--- config.mk ---
export PLATFORM = sky130hd
export DESIGN_NAME = bp_be_store_buffer_flat
export DESIGN_NICKNAME = d
export VERILOG_FILES = /design/src/rtl/bp_be_store_buffer_if.sv /design/src/rtl/bp_be_store_buffer.sv /design/src/flat_wrapper.sv
export SDC_FILE = /design/constraint.sdc
export NUM_CORES = 1
export LEC_CHECK = 0
export ABC_CLOCK_PERIOD_IN_PS = 11900
export BUFFER_PORTS_ARGS = -buffer_cell sky130_fd_sc_hd__buf_4
export CAP_MARGIN = 0
export CORE_UTILIZATION = 55
export DETAILED_ROUTE_END_ITERATION = 6
export PLACE_DENSITY = 0.77
export SYNTH_ARGS = -nofsm -noshare
export SYNTH_HDL_FRONTEND = slang
export SYNTH_SLANG_ARGS = --single-unit
--- constraint.sdc ---
create_clock -name clk_i -period 11.9 [get_ports clk_i]
set_clock_uncertainty 0.1 [all_clocks]
set_input_delay 2.38 -clock clk_i [delete_from_list [all_inputs] [get_ports clk_i]]
set_output_delay 2.38 -clock clk_i [all_outputs]
set_load 0.03 [all_outputs]
--- src/rtl/bp_be_store_buffer_if.sv ---
// ============================================================================
// Module   : bp_be_store_buffer_if
// Purpose  : Enqueue / commit / drain / forward bundle for the store buffer.
// Revision : 1.0 - initial release
// ============================================================================
`default_nettype none

interface bp_be_store_buffer_if #(
    parameter int els_p         = 4,
    parameter int paddr_width_p = 40,
    parameter int dword_width_p = 64
);
    localparam int offset_lp = $clog2(dword_width_p/8);
    localparam int ptr_lp    = $clog2(els_p);
    localparam int addr_lp   = paddr_width_p - offset_lp;
    localparam int mask_lp   = dword_width_p/8;

    logic                     enq_v_i;
    logic                     enq_ready_o;
    logic [addr_lp-1:0]       enq_paddr_i;
    logic [dword_width_p-1:0] enq_data_i;
    logic [mask_lp-1:0]       enq_mask_i;
    logic                     commit_v_i;
    logic                     flush_i;
    logic                     drain_v_o;
    logic [addr_lp-1:0]       drain_paddr_o;
    logic [dword_width_p-1:0] drain_data_o;
    logic [mask_lp-1:0]       drain_mask_o;
    logic                     drain_yumi_i;
    logic                     fwd_v_i;
    logic [addr_lp-1:0]       fwd_paddr_i;
    logic [mask_lp-1:0]       fwd_mask_i;
    logic                     fwd_v_o;
    logic [dword_width_p-1:0] fwd_data_o;
    logic [mask_lp-1:0]       fwd_mask_o;
    logic                     fwd_full_o;
    logic [ptr_lp:0]          count_o;
    logic                     empty_o;
    logic                     full_o;

    modport master (
        output enq_v_i, enq_paddr_i, enq_data_i, enq_mask_i, commit_v_i, flush_i,
               drain_yumi_i, fwd_v_i, fwd_paddr_i, fwd_mask_i,
        input  enq_ready_o, drain_v_o, drain_paddr_o, drain_data_o, drain_mask_o,
               fwd_v_o, fwd_data_o, fwd_mask_o, fwd_full_o, count_o, empty_o, full_o
    );

    modport slave (
        input  enq_v_i, enq_paddr_i, enq_data_i, enq_mask_i, commit_v_i, flush_i,
               drain_yumi_i, fwd_v_i, fwd_paddr_i, fwd_mask_i,
        output enq_ready_o, drain_v_o, drain_paddr_o, drain_data_o, drain_mask_o,
               fwd_v_o, fwd_data_o, fwd_mask_o, fwd_full_o, count_o, empty_o, full_o
    );
endinterface

`default_nettype wire

--- src/rtl/bp_be_store_buffer.sv ---
// ============================================================================
// Module   : bp_be_store_buffer
// Purpose  : Commit-ordered store buffer with registered byte-wise forwarding.
// Revision : 1.0 - initial release
// ============================================================================
`default_nettype none

module bp_be_store_buffer #(
    parameter int els_p         = 4,
    parameter int paddr_width_p = 40,
    parameter int dword_width_p = 64
) (
    input  logic                   clk_i,
    input  logic                   reset_n_i,
    bp_be_store_buffer_if.slave    bus
);
    localparam int offset_lp = $clog2(dword_width_p/8);
    localparam int ptr_lp    = $clog2(els_p);
    localparam int addr_lp   = paddr_width_p - offset_lp;
    localparam int mask_lp   = dword_width_p/8;

    logic [ptr_lp:0]          r_head, r_cptr, r_tail;
    logic [ptr_lp:0]          w_head_n, w_cptr_n, w_tail_n, w_occ, w_count_n;
    logic [ptr_lp:0]          r_count;
    logic                     r_empty, r_full;
    logic [addr_lp-1:0]       r_addr_mem [els_p];
    logic [dword_width_p-1:0] r_data_mem [els_p];
    logic [mask_lp-1:0]       r_mask_mem [els_p];
    logic                     w_enq_fire, w_commit, w_drain_v, w_drain;
    logic [dword_width_p-1:0] w_fwd_data;
    logic [mask_lp-1:0]       w_fwd_hit;
    logic                     r_fwd_v, r_fwd_full;
    logic [dword_width_p-1:0] r_fwd_data;
    logic [mask_lp-1:0]       r_fwd_mask;

    // Space is judged on registered state only: a same-cycle drain never frees a slot.
    assign w_enq_fire = bus.enq_v_i & ~r_full & ~bus.flush_i;
    assign w_commit   = bus.commit_v_i & (r_cptr != r_tail);
    assign w_drain_v  = (r_head != r_cptr);
    assign w_drain    = bus.drain_yumi_i & w_drain_v;
    assign w_occ      = r_tail - r_head;

    assign w_head_n  = r_head + (ptr_lp+1)'(w_drain);
    assign w_cptr_n  = r_cptr + (ptr_lp+1)'(w_commit);
    assign w_tail_n  = bus.flush_i ? w_cptr_n : r_tail + (ptr_lp+1)'(w_enq_fire);
    assign w_count_n = w_tail_n - w_head_n;

    // Walk oldest to youngest so younger matching bytes overwrite older ones.
    always_comb begin
        w_fwd_data = '0;
        w_fwd_hit  = '0;
        for (int i = 0; i < els_p; i++) begin
            logic [ptr_lp-1:0] idx;
            idx = r_head[ptr_lp-1:0] + ptr_lp'(i);
            if (((ptr_lp+1)'(i) < w_occ) && (r_addr_mem[idx] == bus.fwd_paddr_i)) begin
                for (int b = 0; b < mask_lp; b++) begin
                    if (r_mask_mem[idx][b] & bus.fwd_mask_i[b]) begin
                        w_fwd_hit[b]        = 1'b1;
                        w_fwd_data[8*b +: 8] = r_data_mem[idx][8*b +: 8];
                    end
                end
            end
        end
    end

    always_ff @(posedge clk_i or negedge reset_n_i) begin
        if (!reset_n_i) begin
            r_head     <= '0;
            r_cptr     <= '0;
            r_tail     <= '0;
            r_count    <= '0;
            r_empty    <= 1'b1;
            r_full     <= 1'b0;
            r_fwd_v    <= 1'b0;
            r_fwd_data <= '0;
            r_fwd_mask <= '0;
            r_fwd_full <= 1'b0;
        end else begin
            r_head  <= w_head_n;
            r_cptr  <= w_cptr_n;
            r_tail  <= w_tail_n;
            r_count <= w_count_n;
            r_empty <= (w_count_n == '0);
            r_full  <= (w_count_n == (ptr_lp+1)'(els_p));
            r_fwd_v <= bus.fwd_v_i;
            if (bus.fwd_v_i) begin
                r_fwd_data <= w_fwd_data;
                r_fwd_mask <= w_fwd_hit;
                r_fwd_full <= (w_fwd_hit == bus.fwd_mask_i);
            end
        end
    end

    always_ff @(posedge clk_i) begin
        if (w_enq_fire) begin
            r_addr_mem[r_tail[ptr_lp-1:0]] <= bus.enq_paddr_i;
            r_data_mem[r_tail[ptr_lp-1:0]] <= bus.enq_data_i;
            r_mask_mem[r_tail[ptr_lp-1:0]] <= bus.enq_mask_i;
        end
    end

    assign bus.enq_ready_o   = ~r_full;
    assign bus.drain_v_o     = w_drain_v;
    assign bus.drain_paddr_o = r_addr_mem[r_head[ptr_lp-1:0]];
    assign bus.drain_data_o  = r_data_mem[r_head[ptr_lp-1:0]];
    assign bus.drain_mask_o  = r_mask_mem[r_head[ptr_lp-1:0]];
    assign bus.fwd_v_o       = r_fwd_v;
    assign bus.fwd_data_o    = r_fwd_data;
    assign bus.fwd_mask_o    = r_fwd_mask;
    assign bus.fwd_full_o    = r_fwd_full;
    assign bus.count_o       = r_count;
    assign bus.empty_o       = r_empty;
    assign bus.full_o        = r_full;

    a_commit_legal: assert property (@(posedge clk_i) disable iff (!reset_n_i)
        bus.commit_v_i |-> (r_cptr != r_tail));
    a_yumi_legal: assert property (@(posedge clk_i) disable iff (!reset_n_i)
        bus.drain_yumi_i |-> w_drain_v);

endmodule

`default_nettype wire

--- src/flat_wrapper.sv ---
// flat-port wrapper written by rule: the top's interface ports become plain ports
module bp_be_store_buffer_flat 
#(
    parameter int els_p         = 4,
    parameter int paddr_width_p = 40,
    parameter int dword_width_p = 64
)
  (clk_i, reset_n_i, bus_enq_v_i, bus_enq_paddr_i, bus_enq_data_i, bus_enq_mask_i, bus_commit_v_i, bus_flush_i, bus_drain_yumi_i, bus_fwd_v_i, bus_fwd_paddr_i, bus_fwd_mask_i, bus_enq_ready_o, bus_drain_v_o, bus_drain_paddr_o, bus_drain_data_o, bus_drain_mask_o, bus_fwd_v_o, bus_fwd_data_o, bus_fwd_mask_o, bus_fwd_full_o, bus_count_o, bus_empty_o, bus_full_o);
  bp_be_store_buffer_if #(.els_p(els_p), .paddr_width_p(paddr_width_p), .dword_width_p(dword_width_p)) bus_i ();
  input  logic clk_i;
  input  logic reset_n_i;
  input wire logic [$bits(bus_i.enq_v_i)-1:0] bus_enq_v_i;
  input wire logic [$bits(bus_i.enq_paddr_i)-1:0] bus_enq_paddr_i;
  input wire logic [$bits(bus_i.enq_data_i)-1:0] bus_enq_data_i;
  input wire logic [$bits(bus_i.enq_mask_i)-1:0] bus_enq_mask_i;
  input wire logic [$bits(bus_i.commit_v_i)-1:0] bus_commit_v_i;
  input wire logic [$bits(bus_i.flush_i)-1:0] bus_flush_i;
  input wire logic [$bits(bus_i.drain_yumi_i)-1:0] bus_drain_yumi_i;
  input wire logic [$bits(bus_i.fwd_v_i)-1:0] bus_fwd_v_i;
  input wire logic [$bits(bus_i.fwd_paddr_i)-1:0] bus_fwd_paddr_i;
  input wire logic [$bits(bus_i.fwd_mask_i)-1:0] bus_fwd_mask_i;
  output wire logic [$bits(bus_i.enq_ready_o)-1:0] bus_enq_ready_o;
  output wire logic [$bits(bus_i.drain_v_o)-1:0] bus_drain_v_o;
  output wire logic [$bits(bus_i.drain_paddr_o)-1:0] bus_drain_paddr_o;
  output wire logic [$bits(bus_i.drain_data_o)-1:0] bus_drain_data_o;
  output wire logic [$bits(bus_i.drain_mask_o)-1:0] bus_drain_mask_o;
  output wire logic [$bits(bus_i.fwd_v_o)-1:0] bus_fwd_v_o;
  output wire logic [$bits(bus_i.fwd_data_o)-1:0] bus_fwd_data_o;
  output wire logic [$bits(bus_i.fwd_mask_o)-1:0] bus_fwd_mask_o;
  output wire logic [$bits(bus_i.fwd_full_o)-1:0] bus_fwd_full_o;
  output wire logic [$bits(bus_i.count_o)-1:0] bus_count_o;
  output wire logic [$bits(bus_i.empty_o)-1:0] bus_empty_o;
  output wire logic [$bits(bus_i.full_o)-1:0] bus_full_o;
  assign bus_i.enq_v_i = bus_enq_v_i;
  assign bus_i.enq_paddr_i = bus_enq_paddr_i;
  assign bus_i.enq_data_i = bus_enq_data_i;
  assign bus_i.enq_mask_i = bus_enq_mask_i;
  assign bus_i.commit_v_i = bus_commit_v_i;
  assign bus_i.flush_i = bus_flush_i;
  assign bus_i.drain_yumi_i = bus_drain_yumi_i;
  assign bus_i.fwd_v_i = bus_fwd_v_i;
  assign bus_i.fwd_paddr_i = bus_fwd_paddr_i;
  assign bus_i.fwd_mask_i = bus_fwd_mask_i;
  assign bus_enq_ready_o = bus_i.enq_ready_o;
  assign bus_drain_v_o = bus_i.drain_v_o;
  assign bus_drain_paddr_o = bus_i.drain_paddr_o;
  assign bus_drain_data_o = bus_i.drain_data_o;
  assign bus_drain_mask_o = bus_i.drain_mask_o;
  assign bus_fwd_v_o = bus_i.fwd_v_o;
  assign bus_fwd_data_o = bus_i.fwd_data_o;
  assign bus_fwd_mask_o = bus_i.fwd_mask_o;
  assign bus_fwd_full_o = bus_i.fwd_full_o;
  assign bus_count_o = bus_i.count_o;
  assign bus_empty_o = bus_i.empty_o;
  assign bus_full_o = bus_i.full_o;
  bp_be_store_buffer #(.els_p(els_p), .paddr_width_p(paddr_width_p), .dword_width_p(dword_width_p)) u_core (.clk_i(clk_i), .reset_n_i(reset_n_i), .bus(bus_i));
endmodule
Word-level counts from Yosys, hierarchy flattened
Memory sizes are Yosys's and may differ from the RTL's.
Index checks and enable logic that the tools add are counted.
{"block": "classes", "n_mux": 75, "n_eq_ne": 8, "order_cmp": 4, "n_reduce_logical": 5, "n_addsub": 8, "n_bitwise": 38}
{"op": "8-bit two-way mux", "count": 36}
{"op": "64-bit two-way mux", "count": 4}
{"op": "37-bit == test", "count": 4}
{"op": "1-bit bitwise AND", "count": 36}
{"op": "1-bit two-way mux", "count": 34}
{"op": "3-bit by 1-bit adder with 3-bit output", "count": 3}
{"op": "8-bit == test", "count": 1}
{"op": "1-bit by 3-bit less-than comparator with 1-bit output (first input constant)", "count": 2}
{"op": "2-bit by 3-bit less-than comparator with 1-bit output (first input constant)", "count": 2}
{"op": "3-bit != test", "count": 2}
{"op": "3-bit subtractor", "count": 2}
{"op": "2-bit adder (second input constant)", "count": 2}
{"op": "1-bit logical AND", "count": 4}
{"op": "3-bit == test (second input constant)", "count": 1}
{"op": "3-bit logical NOT", "count": 1}
{"op": "3-bit two-way mux", "count": 1}
{"op": "2-bit by 1-bit adder with 2-bit output (second input constant)", "count": 1}
{"op": "1-bit inverter", "count": 2}
{"block": "word_totals", "memories": 3, "ramBits": 436, "register_bits": 88, "output_inout_bits": 190, "inputBits": 161, "elab_cells": 151}
{"name": "u_core.r_data_mem", "depth": 4, "word_bits": 64, "rd": 4, "rd_clocked_by_memory_dff": 0, "wr": 1, "line_no": "bp_be_store_buffer.sv:27", "source": "logic [dword_width_p-1:0] r_data_mem [els_p];"}
{"name": "u_core.r_addr_mem", "depth": 4, "word_bits": 37, "rd": 4, "rd_clocked_by_memory_dff": 0, "wr": 1, "line_no": "bp_be_store_buffer.sv:26", "source": "logic [addr_lp-1:0] r_addr_mem [els_p];"}
{"name": "u_core.r_mask_mem", "depth": 4, "word_bits": 8, "rd": 4, "rd_clocked_by_memory_dff": 0, "wr": 1, "line_no": "bp_be_store_buffer.sv:28", "source": "logic [mask_lp-1:0] r_mask_mem [els_p];"}

Longest topological paths before layout
Gate-level depths: netlist of run 1.
{"block": "depth", "word_depth": 11, "mapped_depth": 27, "depth_no_buf": 14}

Worst setup path before layout of run 1
Ideal clock, no wire load.
{"block": "synth_timing", "path_kind": "input-to-reg", "start": "input port bus_flush_i", "end": "memory u_core.r_addr_mem[0][0] (netlist bit), enable pin", "setup_ns": 0.710, "path_buffers": 0, "path_stages": 3, "slack_ns": 1.172, "required_ns": 11.090, "t_arrival_ns": 9.917, "cell_sequence": "nor2_1 > nand2_1 > nor3_1"}
{"block": "synth_between", "elab_chain_cells": 4}
{"item": "start: declaration", "line_no": "flat_wrapper.sv:17", "source": "input wire logic [$bits(bus_i.flush_i)-1:0] bus_flush_i;"}
{"item": "1-bit inverter", "line_no": "bp_be_store_buffer.sv:37", "source": "assign w_enq_fire = bus.enq_v_i & ~r_full & ~bus.flush_i;"}
{"item": "1-bit bitwise AND", "line_no": "bp_be_store_buffer.sv:37"}
{"item": "1-bit two-way mux", "line_no": "bp_be_store_buffer.sv:95", "source": "if (w_enq_fire) begin"}
{"item": "1-bit two-way mux (not written as such)", "line_no": "bp_be_store_buffer.sv:96", "source": "r_addr_mem[r_tail[ptr_lp-1:0]] <= bus.enq_paddr_i;"}
{"item": "end: declaration", "line_no": "bp_be_store_buffer.sv:26"}
Every way passes these cells.

Final worst setup path of run 1
{"block": "layout_timing", "start": "register u_core.r_head[1]", "end": "register u_core.r_fwd_data[23], in the netlist u_core.bus.fwd_data_o[23]"}
{"block": "layout_between", "elab_chain_cells": 10, "elab_cells_between_ends": 31, "cone_classes": "4 x add/sub; 4 x order compare; 4 x eq/ne; 8 x mux; 4 x bitwise; 4 x reduce/logical; 3 x memory"}
{"item": "start: declaration", "line_no": "bp_be_store_buffer.sv:22", "source": "logic [ptr_lp:0] r_head, r_cptr, r_tail;"}
{"item": "start signal: assignment", "line_no": "bp_be_store_buffer.sv:79", "source": "r_head <= w_head_n;"}
{"item": "3-bit subtractor (tied with other cells)", "line_no": "bp_be_store_buffer.sv:41", "source": "assign w_occ = r_tail - r_head;"}
{"item": "1-bit by 3-bit less-than comparator with 1-bit output (tied with other cells)", "line_no": "bp_be_store_buffer.sv:55", "source": "if (((ptr_lp+1)'(i) < w_occ) && (r_addr_mem[idx] == bus.fwd_paddr_i)) begin"}
{"item": "1-bit logical AND or 8-bit two-way mux (tied branches)", "line_no": "bp_be_store_buffer.sv:55, bp_be_store_buffer.sv:57"}
{"item": "64-bit two-way mux", "line_no": "bp_be_store_buffer.sv:55"}
{"item": "8-bit two-way mux", "line_no": "bp_be_store_buffer.sv:57", "source": "if (r_mask_mem[idx][b] & bus.fwd_mask_i[b]) begin"}
{"item": "64-bit two-way mux", "line_no": "bp_be_store_buffer.sv:55"}
{"item": "8-bit two-way mux", "line_no": "bp_be_store_buffer.sv:57"}
{"item": "64-bit two-way mux", "line_no": "bp_be_store_buffer.sv:55"}
{"item": "8-bit two-way mux", "line_no": "bp_be_store_buffer.sv:57"}
{"item": "64-bit two-way mux (*)", "line_no": "bp_be_store_buffer.sv:55"}
{"item": "end signal: assignment", "line_no": "bp_be_store_buffer.sv:87", "source": "r_fwd_data <= w_fwd_data;"}
{"item": "end: declaration", "line_no": "bp_be_store_buffer.sv:33", "source": "logic [dword_width_p-1:0] r_fwd_data;"}
Every way passes the cells marked *; elsewhere a longest branch is shown, timed or not.
A chain may end at the register's enable or synchronous reset.

==> results of run 1 <==
==> placed cells by master (no fill, tap or decap), drive strengths merged, types with 64 or more instances in the layout <==
cell type and instances:
a211oi 75, a21oi 112, buf 385, clkbuf 64, dfrtp 87, edfxtp 436, mux2 132, mux2i 304
mux4 81, nand2 137, nor2 244, o21ai 93, xnor2 132
==> final timing paths <==
path                                              to  slack, ns  depth (start not counted)
min                        u_core.bus.fwd_data_o[52]       0.40                          2
max reg2reg                u_core.bus.fwd_data_o[23]       5.02                         14
min reg2reg                u_core.bus.fwd_data_o[52]       0.40                          2
max in group asynchronous  u_core.bus.fwd_data_o[44]       8.77                          2
min in group asynchronous           u_core.r_cptr[2]       1.64                          1
max                        u_core.bus.fwd_data_o[23]       5.02                         14
==> per-layer routing <==
layer / part of all wire (%) / up-vias / GRT usage, % / routed length [um]
met5: 0.048 / - / 0 / 45
met4: 3.3 / 6 / 11.1 / 3030
met3: 9.0 / 186 / 5.86 / 8330
met2: 47 / 1194 / 52.0 / 43600
met1: 41 / 11700 / 44.8 / 38000
li1: - / 10300 / - / -
==> sequential cells by signal, summed over array words and instances, names as in the netlist <==
name                   flops
u_core.bus.count_o         3
u_core.bus.empty_o         1
u_core.bus.full_o          1
u_core.bus.fwd_data_o     64
u_core.bus.fwd_full_o      1
u_core.bus.fwd_mask_o      8
u_core.bus.fwd_v_o         1
u_core.r_addr_mem        148
u_core.r_cptr              3
u_core.r_data_mem        256
u_core.r_head              3
u_core.r_mask_mem         32
u_core.r_tail              3
==> cell type report <==
| type | count | area (um^2) |
|---|---|---|
| fillers | 3976 | 19000 |
| flip-flops and latches | 524 | 15300 |
| multi-input cells | 1765 | 14100 |
| repair buffers | 385 | 2920 |
| clock buffers | 64 | 1470 |
| well taps | 696 | 871 |
| clock inverters | 39 | 410 |
| inverters | 41 | 161 |
| diodes | 5 | 12.5 |
==> stage by stage <==
step           power, W  hold slack (ns)  worst slack, ns
2_1_floorplan   0.00549            0.415             1.17
3_3_place_gp    0.00658            0.380             5.06
3_5_place_dp    0.00668            0.388             5.19
4_1_cts         0.00847            0.403             4.99
5_1_grt         0.00886            0.414             4.82
6_report        0.00853            0.402             5.02
==> worst max-delay path, stage by stage (launching register included) <==
cell,delay (ns)
sky130_fd_sc_hd__dfrtp_4,1.09
sky130_fd_sc_hd__buf_12,0.62
sky130_fd_sc_hd__buf_4,0.90
sky130_fd_sc_hd__mux2i_1,0.33
sky130_fd_sc_hd__xnor2_1,0.15
sky130_fd_sc_hd__mux2i_1,0.19
sky130_fd_sc_hd__nand4_1,0.20
sky130_fd_sc_hd__nor4_4,0.80
sky130_fd_sc_hd__buf_4,0.32
sky130_fd_sc_hd__nand3_1,0.43
sky130_fd_sc_hd__nor4b_2,0.39
sky130_fd_sc_hd__buf_4,0.23
sky130_fd_sc_hd__a211oi_1,0.36
sky130_fd_sc_hd__o21ai_1,0.14
sky130_fd_sc_hd__a32o_1,0.32
==> cell families (layout without fill, tap and decap cells) <==
| logic type | Yosys count | in the layout | synth area share, % |
|---|---|---|---|
| AO/OA/AOI/OAI | 548 | 548 | 12.5 |
| XOR/XNOR | 151 | 151 | 4.34 |
| multiplexers | 517 | 517 | 20.8 |
| flip-flops | 524 | 524 | 50.2 |
| buffers and inverters | 251 | 529 | 3.64 |
| adder cells (fa/ha/maj) | 10 | 10 | 0.460 |
| AND/OR/NAND/NOR | 539 | 539 | 8.01 |
| other | 0 | 5 | 0 |
==> power by group through the flow <==
stage               clock [W]  sequential (W)  combinational, W
floorplan                   0         0.00242           0.00307
finish                0.00180         0.00240           0.00433
CTS                   0.00181         0.00240           0.00427
detailed placement          0         0.00243           0.00424
global route          0.00188         0.00242           0.00456
global placement            0         0.00242           0.00416
==> impl_results.rst, run 1 <==
.. list-table::
   :header-rows: 1

   * - Metric
     - Value
   * - Count of instances resized after the clock tree is built
     - 0
   * - DIE WIDTH
     - ~240 um
   * - Final RePlAce weighted congestion
     - 0.983
   * - TritonCTS clock tree
     - done
   * - Kind of start point of the critical path
     - register
   * - Total core area
     - 54200 um^2
   * - Final design area excluding fillers
     - 35300 um^2
   * - Class of the most critical hold timing path
     - register to register
   * - List of most frequent post-synthesis cells
     - 436 x sky130_fd_sc_hd__edfxtp_1, 304 x sky130_fd_sc_hd__mux2i_1, 244 x sky130_fd_sc_hd__nor2_1
   * - Worst Setup Path Type
     - register to register
   * - Comb pwr share
     - 50.7%
   * - Post-route core utilization
     - ~65%
   * - Pin count of the biggest net entering global routing
     - 175
   * - Final hold vios
     - 0
   * - Layout cells sized above 1
     - about a quarter
   * - Top area cells in the synthesized netlist
     - sky130_fd_sc_hd__edfxtp_1 43%, sky130_fd_sc_hd__mux2i_1 10%, sky130_fd_sc_hd__dfrtp_1 7.1%
   * - Cts bufs inserted
     - 56
   * - Total wire length after detailed routing
     - 92.9 mm
   * - Number of hold buffers added after CTS
     - 0
   * - Number of standard cells in the final layout excluding fillers
     - roughly 3500
   * - Post-CTS clock slew at the launch and capture registers of the worst setup and hold paths
     - 0.06 ns
   * - Primary FF master, synth
     - sky130_fd_sc_hd__edfxtp_1
   * - Post-Place Cell Area
     - 33400 um^2
   * - Starting utilization of the core area
     - 56.2%
   * - Cell count after synthesis
     - 2540
   * - EDFF count, synth
     - about 440
   * - Max-slew headroom at the worst pin
     - 8.34%
   * - Number of global-route vias before repair
     - ~23000
   * - Clock Sinks
     - around 520
   * - Final critical-path share of the clock period
     - 57.9%
   * - Number of buffers added on ports
     - between 300 and 400
   * - Die Footprint
     - roughly 56000 um^2
   * - Total count of max-transition violations in the final report
     - 0
   * - Total of max-cap violations
     - 0
   * - Syn nets
     - around 2700
   * - First-pass GRT wire length
     - around 140 mm
   * - Max clock buf depth
     - 3
   * - RSZ-0062 raised after global routing
     - false
   * - Count of endpoints failing setup in the final report
     - 0
   * - Setup bufs post-CTS
     - 0
   * - Count of nets left with antenna violations after detail routing
     - 0
   * - Internal power
     - 0.00492 W
   * - Detail-routed net length per standard cell
     - around 26 um
   * - DP HPWL
     - 63.2 mm
   * - Drt initial violations
     - 2578
   * - Hold Startpoint
     - u_core.bus.fwd_data_o[52]
   * - Boundary pin count
     - ~350
   * - Via count of the routed design
     - about 23000
   * - Power per Cell Area
     - 242 nW/um^2
   * - Ys async rst share
     - 16.8%
   * - Clock H-tree levels
     - 2
   * - Leading area contributor after synthesis
     - sky130_fd_sc_hd__edfxtp_1
   * - Top-count cell post-synth
     - sky130_fd_sc_hd__edfxtp_1
   * - Number of detailed-routing iterations run before antenna repair
     - 7
   * - Critical path required time
     - 12.30 ns
   * - Register bit count reported by yosys
     - approximately 520
   * - Arrival time worst endpoint
     - ~7.3 ns
   * - FF-to-FF Start
     - u_core.r_head[1]
   * - Number of unique standard cell types used by synthesis
     - 81
   * - Fmax
     - 0.145 GHz
   * - Proportion of total power due to net switching
     - 42.3%
   * - Die outline height
     - 237 um
   * - Tmin final
     - 6.88 ns
   * - Transition time at the pin with the least slew margin
     - ~1.4 ns
   * - Remaining routing DRC violations
     - 0
   * - Placed insts
     - roughly 3400
   * - Antenna violations before repair
     - 7
   * - Area share of the largest cell type after synthesis
     - 43.0%
   * - Final global-route overflow total
     - 0
   * - Global routing usage summed across all routing layers
     - between 30% and 40%
   * - Setup tns final
     - 0 ns
   * - Fraction of power consumed by the clock network
     - between 20% and 30%
   * - Growth of design area from synthesis to finish
     - 15.7%
   * - Outcome
     - complete, no violations
   * - P_leak
     - between 10 and 15 nW
   * - Net count, final
     - 2944
   * - CP Max Fanout
     - approximately 110
   * - Fraction of the yosys area taken by sequential cells
     - 50.2%
   * - Insertion delay to the later sink of the worst-skew pair
     - 0.63 ns
   * - Vias per std cell
     - 6.64
   * - P_sw
     - ~0.0036 W
   * - Average cell area after synthesis
     - about 12 um^2
   * - Mapped cell area
     - ~30000 um^2
   * - Number of cell rows
     - 85
   * - Crit end category
     - register
   * - Worst VDD drop
     - 0.000183 V
   * - Clock Tree Root
     - sky130_fd_sc_hd__clkbuf_16
   * - First element of the critical path
     - u_core.r_head[1]
   * - Part of the total power dissipated in sequential elements
     - 28.2%
   * - Yosys Warn Count
     - 0
Note: power is estimated with default switching activity, not from simulation.
==> run 2, diff against run 1 <==
--- a/config.mk
+++ b/config.mk
@@ -5,7 +5,7 @@
 export SDC_FILE = /design/constraint.sdc
 export NUM_CORES = 1
 export LEC_CHECK = 0
-export ABC_CLOCK_PERIOD_IN_PS = 11900
+export ABC_CLOCK_PERIOD_IN_PS = 6710
 export BUFFER_PORTS_ARGS = -buffer_cell sky130_fd_sc_hd__buf_4
 export CAP_MARGIN = 0
 export CORE_UTILIZATION = 55
==> constraint.sdc (replaced) <==
create_clock -name clk_i -period 6.71 [get_ports clk_i]
set_clock_uncertainty 0.1 [all_clocks]
set_input_delay 1.342 -clock clk_i [delete_from_list [all_inputs] [get_ports clk_i]]
set_output_delay 1.342 -clock clk_i [all_outputs]
set_load 0.03 [all_outputs]
==> run 2 against run 1 <==
Clock power rose by 64%. Highest routed layer unchanged. Sequential power up 77%. Hold slack lost 0.024 ns. Largest power group unchanged. Utilization about the same. Largest cell class unchanged. Die area unchanged. Routed wire length shrank 0.86%. Non-clock buffer count grew 14.
==> impl_results.rst, run 2 (synthesized netlist as in run 1, its figures left out) <==
.. list-table::
   :header-rows: 1

   * - Metric
     - Value
   * - CP Max Fanout
     - 54
   * - Layout cells sized above 1
     - ~25%
   * - Vias per std cell
     - ~6.6
   * - Final hold vios
     - 0
   * - Fmax
     - 0.173 GHz
   * - First element of the critical path
     - u_core.r_head[0]
   * - Leading cell type in the layout, fill and taps excluded
     - sky130_fd_sc_hd__edfxtp_1
   * - Number of cell rows
     - 85
   * - Growth of design area from synthesis to finish
     - 15.7%
   * - P_leak
     - roughly 13 nW
   * - Outcome
     - complete, no violations
   * - Comb pwr share
     - 51.5%
   * - Critical path required time
     - 7.15 ns
   * - Delay-heaviest family, CP
     - simple AND/OR/NAND/NOR gates
   * - Power per Cell Area
     - 421 nW/um^2
   * - Count of buffering cells on the critical path with inverters included
     - 2
   * - Crit Reg-Reg Endpoint
     - u_core.bus.fwd_data_o[41]
   * - Remaining routing DRC violations
     - 0
   * - Total of max-cap violations
     - 0
   * - Final design area excluding fillers
     - approximately 35000 um^2
   * - Starting utilization of the core area
     - approximately 56%
   * - Net count, final
     - 2957
   * - Setup tns final
     - 0 ns
   * - Die outline height
     - 237 um
   * - Via count of the routed design
     - 23400
   * - FF-to-FF Start
     - u_core.r_head[0]
   * - TritonCTS clock tree
     - done
   * - Post-Place Cell Area
     - 33500 um^2
   * - Hold Worst Slack
     - about 0.38 ns
   * - Final RePlAce weighted congestion
     - 0.986
   * - Global routing usage summed across all routing layers
     - about a third
   * - Arrival time worst endpoint
     - 6.22 ns
   * - P_sw
     - approximately 0.0063 W
   * - Boundary pin count
     - 351
   * - Worst VDD drop
     - 0.000304 V
   * - Count of nets left with antenna violations after detail routing
     - 0
   * - Number of cell instances on the worst register-to-register path
     - 12
   * - Crit end category
     - register
   * - PnR Total Power
     - 0.0148 W
   * - Proportion of total power due to net switching
     - 42.4%
   * - Max clock buf depth
     - 3
   * - RSZ-0062 raised after global routing
     - false
   * - Count of instances resized after the clock tree is built
     - 0
   * - Internal power
     - 0.00855 W
   * - Timing endpoint of the critical path
     - u_core.bus.fwd_data_o[41]
   * - Tmin final
     - 5.78 ns
   * - Number of global-route vias before repair
     - 22700
   * - Series of cell instances along the critical path
     - buf_12 > mux4_2 > xnor2_1 > nand2_1 > a2111oi_0 > nand4_1 > or4_1 > buf_4 > or3_1 > or3b_1 > a311o_1 > a31oi_1
   * - Total wire length after detailed routing
     - 92.1 mm
   * - DP HPWL
     - 62.9 mm
   * - Insertion delay to the later sink of the worst-skew pair
     - 0.62 ns
   * - Flip-flop count of the largest register after layout
     - 256
   * - Part of the total power dissipated in sequential elements
     - 28.6%
   * - Drt initial violations
     - 2371
   * - Slowest Stage Delay on Critical Path
     - 0.93 ns
   * - Worst Setup Path Type
     - register to register
   * - Cts bufs inserted
     - 55
   * - Antenna violations before repair
     - 12
   * - Worst path depth
     - 12
   * - Number of detailed-routing iterations run before antenna repair
     - 6
   * - Final critical-path share of the clock period
     - 86.1%
   * - Worst reg-to-reg setup slack
     - between 0.9 and 1 ns
   * - Total core area
     - 54200 um^2
   * - Standard cell with the maximum stage delay on the critical path
     - sky130_fd_sc_hd__dfrtp_4
   * - Max-slew headroom at the worst pin
     - 20.5%
   * - Fraction of power consumed by the clock network
     - 19.9%
   * - Class of the most critical hold timing path
     - register to register
   * - Post-CTS clock slew at the launch and capture registers of the worst setup and hold paths
     - 0.06 ns
   * - Die Footprint
     - 56400 um^2
   * - Detail-routed net length per standard cell
     - roughly 26 um
   * - Total count of max-transition violations in the final report
     - 0
   * - First-pass GRT wire length
     - 138 mm
   * - Number of buffers added on ports
     - 350
   * - Number of hold buffers added after CTS
     - 0
   * - Leading cell types in the layout, fill and taps excluded
     - 436 x sky130_fd_sc_hd__edfxtp_1, 393 x sky130_fd_sc_hd__buf_4, 304 x sky130_fd_sc_hd__mux2i_1
   * - Kind of start point of the critical path
     - register
   * - Count of endpoints failing setup in the final report
     - 0
   * - Final global-route overflow total
     - 0
   * - DIE WIDTH
     - between 200 and 250 um
   * - Setup bufs post-CTS
     - 0
   * - Pin count of the biggest net entering global routing
     - between 150 and 200
   * - Clock H-tree levels
     - 2
   * - Clock Sinks
     - 524
   * - Transition time at the pin with the least slew margin
     - between 1 and 1.5 ns
   * - Clock Tree Root
     - sky130_fd_sc_hd__clkbuf_16
-- run 2: worst min-delay path by stage --
stage / startpoint / endpoint / slack, ns / cells past startpoint
after detailed placement: u_core.bus.fwd_data_o[53] / u_core.bus.fwd_data_o[53] / 0.37 / 1
after floorplan: u_core.r_cptr[2] / u_core.r_cptr[2] / 0.42 / 1
after global routing: u_core.bus.fwd_data_o[53] / u_core.bus.fwd_data_o[53] / 0.39 / 1
after global placement: u_core.bus.fwd_data_o[53] / u_core.bus.fwd_data_o[53] / 0.36 / 1
final: u_core.bus.fwd_data_o[53] / u_core.bus.fwd_data_o[53] / 0.38 / 1
after CTS: u_core.bus.fwd_data_o[53] / u_core.bus.fwd_data_o[53] / 0.38 / 1
-- run 2: routing by layer --
metal / wire length [um] / vias to the layer above / track usage (%)
met5: 105 / - / 0
met4: 2890 / 16 / 10.7
met3: 8280 / 199 / 6.50
met2: 43800 / 1219 / 52.4
met1: 37000 / 11700 / 43.2
li1: - / 10300 / -
-- run 2: cell type report --
type                       instances  area [um^2]
fill                            4055        19000
multi-input combinational       1765        14100
sequential                       524        15300
clock buffer                      76         1520
tap                              696          871
antenna                            4         10.0
timing repair buffer             399         3070
clock inverter                    28          225
inverter                          41          161
-- run 2: per-stage QoR --
step                utilization [%]  setup slack, ns  instances
finish                         65.0            0.931       3533
detailed placement             61.8             1.11       3425
global placement               61.8             1.13       3425
CTS                            65.0             1.05       3529
global route                   65.0            0.774       3532
floorplan                         -            -2.98       2540
-- run 2: worst register-to-register path, stage by stage, from the launching register on --
cell and delay [ns]:
sky130_fd_sc_hd__dfrtp_4 0.93, sky130_fd_sc_hd__buf_12 0.43, sky130_fd_sc_hd__mux4_2 0.65, sky130_fd_sc_hd__xnor2_1 0.16, sky130_fd_sc_hd__nand2_1 0.17, sky130_fd_sc_hd__a2111oi_0 0.77, sky130_fd_sc_hd__nand4_1 0.28, sky130_fd_sc_hd__or4_1 0.51
sky130_fd_sc_hd__buf_4 0.24, sky130_fd_sc_hd__or3_1 0.51, sky130_fd_sc_hd__or3b_1 0.42, sky130_fd_sc_hd__a311o_1 0.38, sky130_fd_sc_hd__a31oi_1 0.18
-- run 2: power by group through the flow --
stage | clock, W | sequential (W) | combinational, W
global placement | 0 | 0.00428 | 0.00739
floorplan | 0 | 0.00428 | 0.00545
global route | 0.00311 | 0.00428 | 0.00808
finish | 0.00296 | 0.00425 | 0.00765
CTS | 0.00299 | 0.00424 | 0.00757
detailed placement | 0 | 0.00430 | 0.00753
